**src/rtl/regfile_pkg.sv**
```systemverilog
// regfile_pkg
// Shared defaults and types for the multi-port register file.
//   DEFAULT_ADDRESS_WIDTH : register index width (depth = 2**width)
//   DEFAULT_DATA_WIDTH    : register width
//   DEFAULT_DEBUG_REG     : register mirrored onto the a0 debug output
//   reg_idx_t / reg_word_t: index and word types at the default widths
//   ZERO_REG              : hardwired-zero register index
package regfile_pkg;

    localparam int DEFAULT_ADDRESS_WIDTH = 5;
    localparam int DEFAULT_DATA_WIDTH    = 32;
    localparam int DEFAULT_DEBUG_REG     = 10;

    typedef logic [DEFAULT_ADDRESS_WIDTH-1:0] reg_idx_t;
    typedef logic [DEFAULT_DATA_WIDTH-1:0]    reg_word_t;

    localparam reg_idx_t ZERO_REG = '0;

endpackage

```
**src/rtl/regfile_scoreboard.sv**
```systemverilog
// regfile_scoreboard
// Per-register pending-write tracking. A register is busy from the edge its
// producer issues until the edge a write port commits to it.
// Ports:
//   clk, rst     : clock, asynchronous active-high reset
//   issue_valid  : set busy[issue_addr] at the edge (ignored for x0)
//   issue_addr   : destination of the issued instruction
//   we, wr_addr  : packed write-port enables/addresses; clear busy at the edge
//   busy         : scoreboard vector, bit 0 always 0
module regfile_scoreboard
    import regfile_pkg::*;
#(
    parameter int ADDRESS_WIDTH = DEFAULT_ADDRESS_WIDTH,
    parameter int NUM_WRITE     = 2
) (
    input  logic                               clk,
    input  logic                               rst,
    input  logic                               issue_valid,
    input  logic [ADDRESS_WIDTH-1:0]           issue_addr,
    input  logic [NUM_WRITE-1:0]               we,
    input  logic [NUM_WRITE*ADDRESS_WIDTH-1:0] wr_addr,
    output logic [2**ADDRESS_WIDTH-1:0]        busy
);

    localparam int DEPTH = 2**ADDRESS_WIDTH;
    localparam logic [ADDRESS_WIDTH-1:0] ZERO_IDX = ADDRESS_WIDTH'(ZERO_REG);

    logic [DEPTH-1:0] busy_q;
    logic [DEPTH-1:0] busy_next;

    // Clears are applied first so that a same-cycle issue overrides them:
    // the newly issued producer supersedes the one that is completing.
    always_comb begin
        busy_next = busy_q;
        for (int j = 0; j < NUM_WRITE; j++) begin
            if (we[j] && wr_addr[j*ADDRESS_WIDTH +: ADDRESS_WIDTH] != ZERO_IDX)
                busy_next[wr_addr[j*ADDRESS_WIDTH +: ADDRESS_WIDTH]] = 1'b0;
        end
        if (issue_valid && issue_addr != ZERO_IDX)
            busy_next[issue_addr] = 1'b1;
        busy_next[0] = 1'b0;
    end

    always_ff @(posedge clk or posedge rst) begin
        if (rst)
            busy_q <= '0;
        else
            busy_q <= busy_next;
    end

    assign busy = busy_q;

endmodule

```
**src/rtl/regfile_mp.sv**
```systemverilog
// regfile_mp
// Multi-port integer register file with a pending-write scoreboard.
// Optional macro REGFILE_BYPASS_EN forwards same-cycle write data to reads.
// Ports:
//   clk, rst     : clock, asynchronous active-high reset
//   rd_addr      : packed read addresses, port i in slice i
//   rd_data      : packed combinational read data (x0 reads 0)
//   rd_ready     : per read port, operand not awaiting a write
//   issue_valid  : mark issue_addr as pending a write
//   issue_addr   : destination of the issued instruction
//   we           : per write-port enable
//   wr_addr      : packed write addresses
//   wr_data      : packed write data
//   busy         : scoreboard vector, bit 0 always 0
//   a0           : stored (non-bypassed) value of register DEBUG_REG
module regfile_mp
    import regfile_pkg::*;
#(
    parameter int ADDRESS_WIDTH = DEFAULT_ADDRESS_WIDTH,
    parameter int DATA_WIDTH    = DEFAULT_DATA_WIDTH,
    parameter int NUM_READ      = 2,
    parameter int NUM_WRITE     = 2,
    parameter int DEBUG_REG     = DEFAULT_DEBUG_REG
) (
    input  logic                               clk,
    input  logic                               rst,
    input  logic [NUM_READ*ADDRESS_WIDTH-1:0]  rd_addr,
    output logic [NUM_READ*DATA_WIDTH-1:0]     rd_data,
    output logic [NUM_READ-1:0]                rd_ready,
    input  logic                               issue_valid,
    input  logic [ADDRESS_WIDTH-1:0]           issue_addr,
    input  logic [NUM_WRITE-1:0]               we,
    input  logic [NUM_WRITE*ADDRESS_WIDTH-1:0] wr_addr,
    input  logic [NUM_WRITE*DATA_WIDTH-1:0]    wr_data,
    output logic [2**ADDRESS_WIDTH-1:0]        busy,
    output logic [DATA_WIDTH-1:0]              a0
);

    localparam int DEPTH = 2**ADDRESS_WIDTH;
    localparam logic [ADDRESS_WIDTH-1:0] ZERO_IDX = ADDRESS_WIDTH'(ZERO_REG);
    localparam logic [ADDRESS_WIDTH-1:0] DBG_IDX  = ADDRESS_WIDTH'(DEBUG_REG);

    logic [DATA_WIDTH-1:0] mem [DEPTH];

    regfile_scoreboard #(
        .ADDRESS_WIDTH (ADDRESS_WIDTH),
        .NUM_WRITE     (NUM_WRITE)
    ) u_scoreboard (
        .clk         (clk),
        .rst         (rst),
        .issue_valid (issue_valid),
        .issue_addr  (issue_addr),
        .we          (we),
        .wr_addr     (wr_addr),
        .busy        (busy)
    );

    // Later loop iterations overwrite earlier ones, so the highest-index
    // port wins on an address collision. mem[0] is never written.
    always_ff @(posedge clk or posedge rst) begin
        if (rst) begin
            for (int k = 0; k < DEPTH; k++)
                mem[k] <= '0;
        end else begin
            for (int j = 0; j < NUM_WRITE; j++) begin
                if (we[j] && wr_addr[j*ADDRESS_WIDTH +: ADDRESS_WIDTH] != ZERO_IDX)
                    mem[wr_addr[j*ADDRESS_WIDTH +: ADDRESS_WIDTH]]
                        <= wr_data[j*DATA_WIDTH +: DATA_WIDTH];
            end
        end
    end

    genvar i;
    for (i = 0; i < NUM_READ; i++) begin : g_rd
        logic [ADDRESS_WIDTH-1:0] ra;
        logic [DATA_WIDTH-1:0]    rdat;
        logic                     rrdy;

        assign ra = rd_addr[i*ADDRESS_WIDTH +: ADDRESS_WIDTH];

        always_comb begin
            rdat = '0;
            rrdy = 1'b1;
            if (ra != ZERO_IDX) begin
                rdat = mem[ra];
                rrdy = ~busy[ra];
`ifdef REGFILE_BYPASS_EN
                // Suppressed in reset so the outputs read as cleared state.
                if (!rst) begin
                    for (int j = 0; j < NUM_WRITE; j++) begin
                        if (we[j] && wr_addr[j*ADDRESS_WIDTH +: ADDRESS_WIDTH] == ra) begin
                            rdat = wr_data[j*DATA_WIDTH +: DATA_WIDTH];
                            rrdy = 1'b1;
                        end
                    end
                end
`endif
            end
        end

        assign rd_data[i*DATA_WIDTH +: DATA_WIDTH] = rdat;
        assign rd_ready[i] = rrdy;
    end

    assign a0 = mem[DBG_IDX];

endmodule
```
**config.mk**
```make
export PLATFORM = sky130hd
export DESIGN_NAME = regfile_mp
export DESIGN_NICKNAME = d
export VERILOG_FILES = /design/src/rtl/regfile_pkg.sv /design/src/rtl/regfile_scoreboard.sv /design/src/rtl/regfile_mp.sv
export SDC_FILE = /design/constraint.sdc
export NUM_CORES = 2
export LEC_CHECK = 0
export BUFFER_PORTS_ARGS = -buffer_cell sky130_fd_sc_hd__buf_2
export CORE_ASPECT_RATIO = 1.1
export CORE_MARGIN = 2
export CORE_UTILIZATION = 60
export DETAILED_ROUTE_END_ITERATION = 7
export PLACE_DENSITY = 0.77
export SLEW_MARGIN = 20
export SYNTH_ARGS = -nofsm -noshare
export SYNTH_HDL_FRONTEND = slang
export SYNTH_SLANG_ARGS = --single-unit
```
**constraint.sdc**
```tcl
create_clock -name clk -period 43.4 [get_ports clk]
set_clock_uncertainty 0.05 [all_clocks]
set_input_delay 8.68 -clock clk [delete_from_list [all_inputs] [get_ports clk]]
set_output_delay 8.68 -clock clk [all_outputs]
set_load 0.1 [all_outputs]
```
==> impl_metrics.env <==
export IMPL_status="complete, but fails checks"
export IMPL_violations="design-rule violations"
export IMPL_grt_pass1_vias=54400
export IMPL_syn_inst=6218
export IMPL_numCtsBuffers=110
export IMPL_core_sq_um=110000
export IMPL_critPathMaxFanout=87
export IMPL_min_period_ps=21900
export IMPL_drive_gt1_frac=0.192
export IMPL_insertion_delay_ps=770
export IMPL_grtUsageTotal=0.448
export IMPL_cts_sinks=1055
export IMPL_path_class="primary input to primary output"
export IMPL_crit_path_start_kind="primary input"
export IMPL_post_cts_resized=0
export IMPL_ir_worst_vdd_uv=42.4
export IMPL_fillers=8280
export IMPL_cts_root_buf="clkbuf_16"
export IMPL_dpl_instance_area_sq_um=66300
export IMPL_die_h_um=353
export IMPL_synth_fp_nets=6312
export IMPL_drcViolationCount=2
export IMPL_p_leak_nw=30.3
export IMPL_worstPathRequired_ps=34670
export IMPL_dp_hpwl_um=147000
export IMPL_grt_max_degree=103
export IMPL_ys_types=63
export IMPL_synth_seq_cells=1055
export IMPL_cts_tree="done"
export IMPL_drt_iter0_markers=9789
export IMPL_setup_viol=0
export IMPL_max_slew_margin_rel=0.160
export IMPL_clk_pin_slew_worst_paths_ps=60
export IMPL_power_density_nw_per_um2=50.1
export IMPL_num_vias=56300
export IMPL_setup_tns_ps=0
export IMPL_area_growth_pct=5.72
export IMPL_grt_pass1_wl_um=372000
export IMPL_synth_ff_type="dfrtp_1"
export IMPL_final_area_sq_um=70200
export IMPL_rsz0062_at_grt="no"
export IMPL_io_buffers=222
export IMPL_slew_violations=0
export IMPL_htreeDepth=3
export IMPL_tightest_slew_ps=1260
export IMPL_gp_congestion=0.968
export IMPL_hold_viol_final=0
export IMPL_endpoint_kind="primary output"
export IMPL_ant_nets=0
export IMPL_clockBufferDepth=3
export IMPL_antenna_found_initial=38
export IMPL_synth_edff_count=0
export IMPL_async_flop_share=1.00
export IMPL_via_per_inst=7.61
export IMPL_crit_arrival_ps=13170
export IMPL_initial_core_util=0.602
export IMPL_wl_per_cell_um=34.6
export IMPL_avgSynthCellArea_sq_um=10.7
export IMPL_synth_cell_area_sq_um=66400
export IMPL_io_pins=224
export IMPL_maxCapViolations=0
export IMPL_hold_path_class="flip-flop to flip-flop"
export IMPL_die_area_sq_um=113000
export IMPL_die_w_um=321
export IMPL_drt_pass1_iter_count=8
export IMPL_synth_seq_area_share=0.397
export IMPL_layout_nets=5939
export IMPL_holdBufCountCts=0
export IMPL_ys_warn_count=0
export IMPL_overflow=0
export IMPL_fmax_ghz=0.0457
export IMPL_drt_total_wl_um=256000
export IMPL_num_rows=128
export IMPL_post_cts_buffers=0
export IMPL_fin_crit_sh=0.505
==> power by group <==
group,switching [mW],internal (mW)
Clock,0.437,0.598
Combinational,0.594,0.430
Sequential,0.222,1.24
Total,1.25,2.26
==> cell usage in the layout, fill, tap and decap left out, drive strengths merged, types with 48 or more instances in the layout <==
master	netlist	final
a211oi	64	64
a21oi	515	515
a221oi	48	48
a22oi	68	68
a311oi	64	64
a32oi	68	68
buf	398	331
clkbuf	418	152
dfrtp	1055	1055
mux2	66	66
mux2i	1036	1036
mux4	462	462
nand2	577	577
nor2	554	554
nor2b	75	75
o21ai	606	606
==> metrics by stage <==
step	instances	setup slack, ps	total power [mW]	hold WS (ps)	util
2_1_floorplan	6218	4970	2.21	391	-
4_1_cts	7362	21760	3.48	347	0.636
3_3_place_gp	7161	21690	2.41	326	0.600
5_1_grt	7371	21360	3.63	359	0.636
3_5_place_dp	7162	21750	2.46	333	0.600
6_report	7390	21500	3.52	348	0.637
==> per-layer routing <==
layer  part of all wire  global-route usage  vias to the layer above
met3               0.17               0.192                     1477
met2               0.41               0.614                     5415
li1                   -                   -                    22100
met1               0.33               0.571                    27300
met5             0.0011              0.0164                        -
met4              0.086               0.314                       22
==> Yosys cell counts, types with 7 or more instances <==
| cell | number | share of area |
|---|---|---|
| o21ai_0 | 483 | 0.036 |
| and3b_1 | 7 | 0.00092 |
| nor2b_1 | 75 | 0.0071 |
| a311oi_1 | 64 | 0.0084 |
| buf_6 | 60 | 0.010 |
| mux2_2 | 66 | 0.011 |
| mux4_2 | 458 | 0.16 |
| a21oi_1 | 515 | 0.039 |
| o2111ai_1 | 18 | 0.0024 |
| and3_1 | 11 | 0.0010 |
| buf_1 | 29 | 0.0016 |
| nand2_1 | 575 | 0.032 |
| a221oi_1 | 45 | 0.0059 |
| buf_4 | 130 | 0.015 |
| a2bb2oi_1 | 18 | 0.0024 |
| a32oi_1 | 68 | 0.0090 |
| a32o_1 | 13 | 0.0020 |
| buf_2 | 175 | 0.013 |
| nor2_1 | 535 | 0.030 |
| o21ai_1 | 123 | 0.0093 |
| dfrtp_1 | 1055 | 0.40 |
| clkbuf_1 | 411 | 0.023 |
| mux2i_1 | 1036 | 0.16 |
| a22oi_1 | 67 | 0.0076 |
| nand2b_1 | 7 | 0.00066 |
| a211oi_1 | 64 | 0.0072 |
| nor2_2 | 10 | 0.00094 |
| clkbuf_2 | 7 | 0.00053 |
| and2_1 | 7 | 0.00066 |
==> area by class of cell <==
cell class / count / area, sq um / area share
well taps: 1430 / 1790 / 0.0255
flip-flops and latches: 1055 / 26400 / 0.376
clock inverters: 48 / 672 / 0.00957
diodes: 27 / 67.6 / 0.000962
clock buffers: 152 / 3200 / 0.0456
inverters: 7 / 38.8 / 0.000552
multi-input cells: 4340 / 36000 / 0.513
repair buffers: 331 / 2030 / 0.0289
==> state kept, by name, summed over array words and instances, names as in the netlist <==
name / flops
mem: 992
u_scoreboard.busy: 31
a0: 32
==> cells by family (layout without fill, tap and decap cells) <==
logic type	count (synthesis)	after routing	share of synthesized area
buffers and inverters	823	538	0.0650
flip-flops	1055	1055	0.397
AO/OA/AOI/OAI	1497	1497	0.132
other	1	28	0.0000564
AND/OR/NAND/NOR	1278	1278	0.0814
multiplexers	1564	1564	0.324
==> critical path, stage by stage <==
cell	delay [ps]
buf_8	610
buf_4	910
buf_4	820
mux2i_1	170
a221oi_1	340
o21ai_0	220
a311oi_1	760
buf_2	560
==> worst paths after layout <==
check | start | to | slack (ps) | cells past startpoint
max in group asynchronous | rst | mem[744]$_DFF_PP0_ | 30600 | 7
max | rd_addr[2] | rd_data[5] | 21500 | 8
min reg2reg | mem[1017]$_DFF_PP0_ | mem[1017]$_DFF_PP0_ | 350 | 0
min | mem[1017]$_DFF_PP0_ | mem[1017]$_DFF_PP0_ | 350 | 0
min in group asynchronous | rst | mem[633]$_DFF_PP0_ | 7970 | 2
max reg2reg | a0[29]$_DFF_PP0_ | a0[29]$_DFF_PP0_ | 42300 | 2
Note: power is estimated with default switching activity, not from simulation.
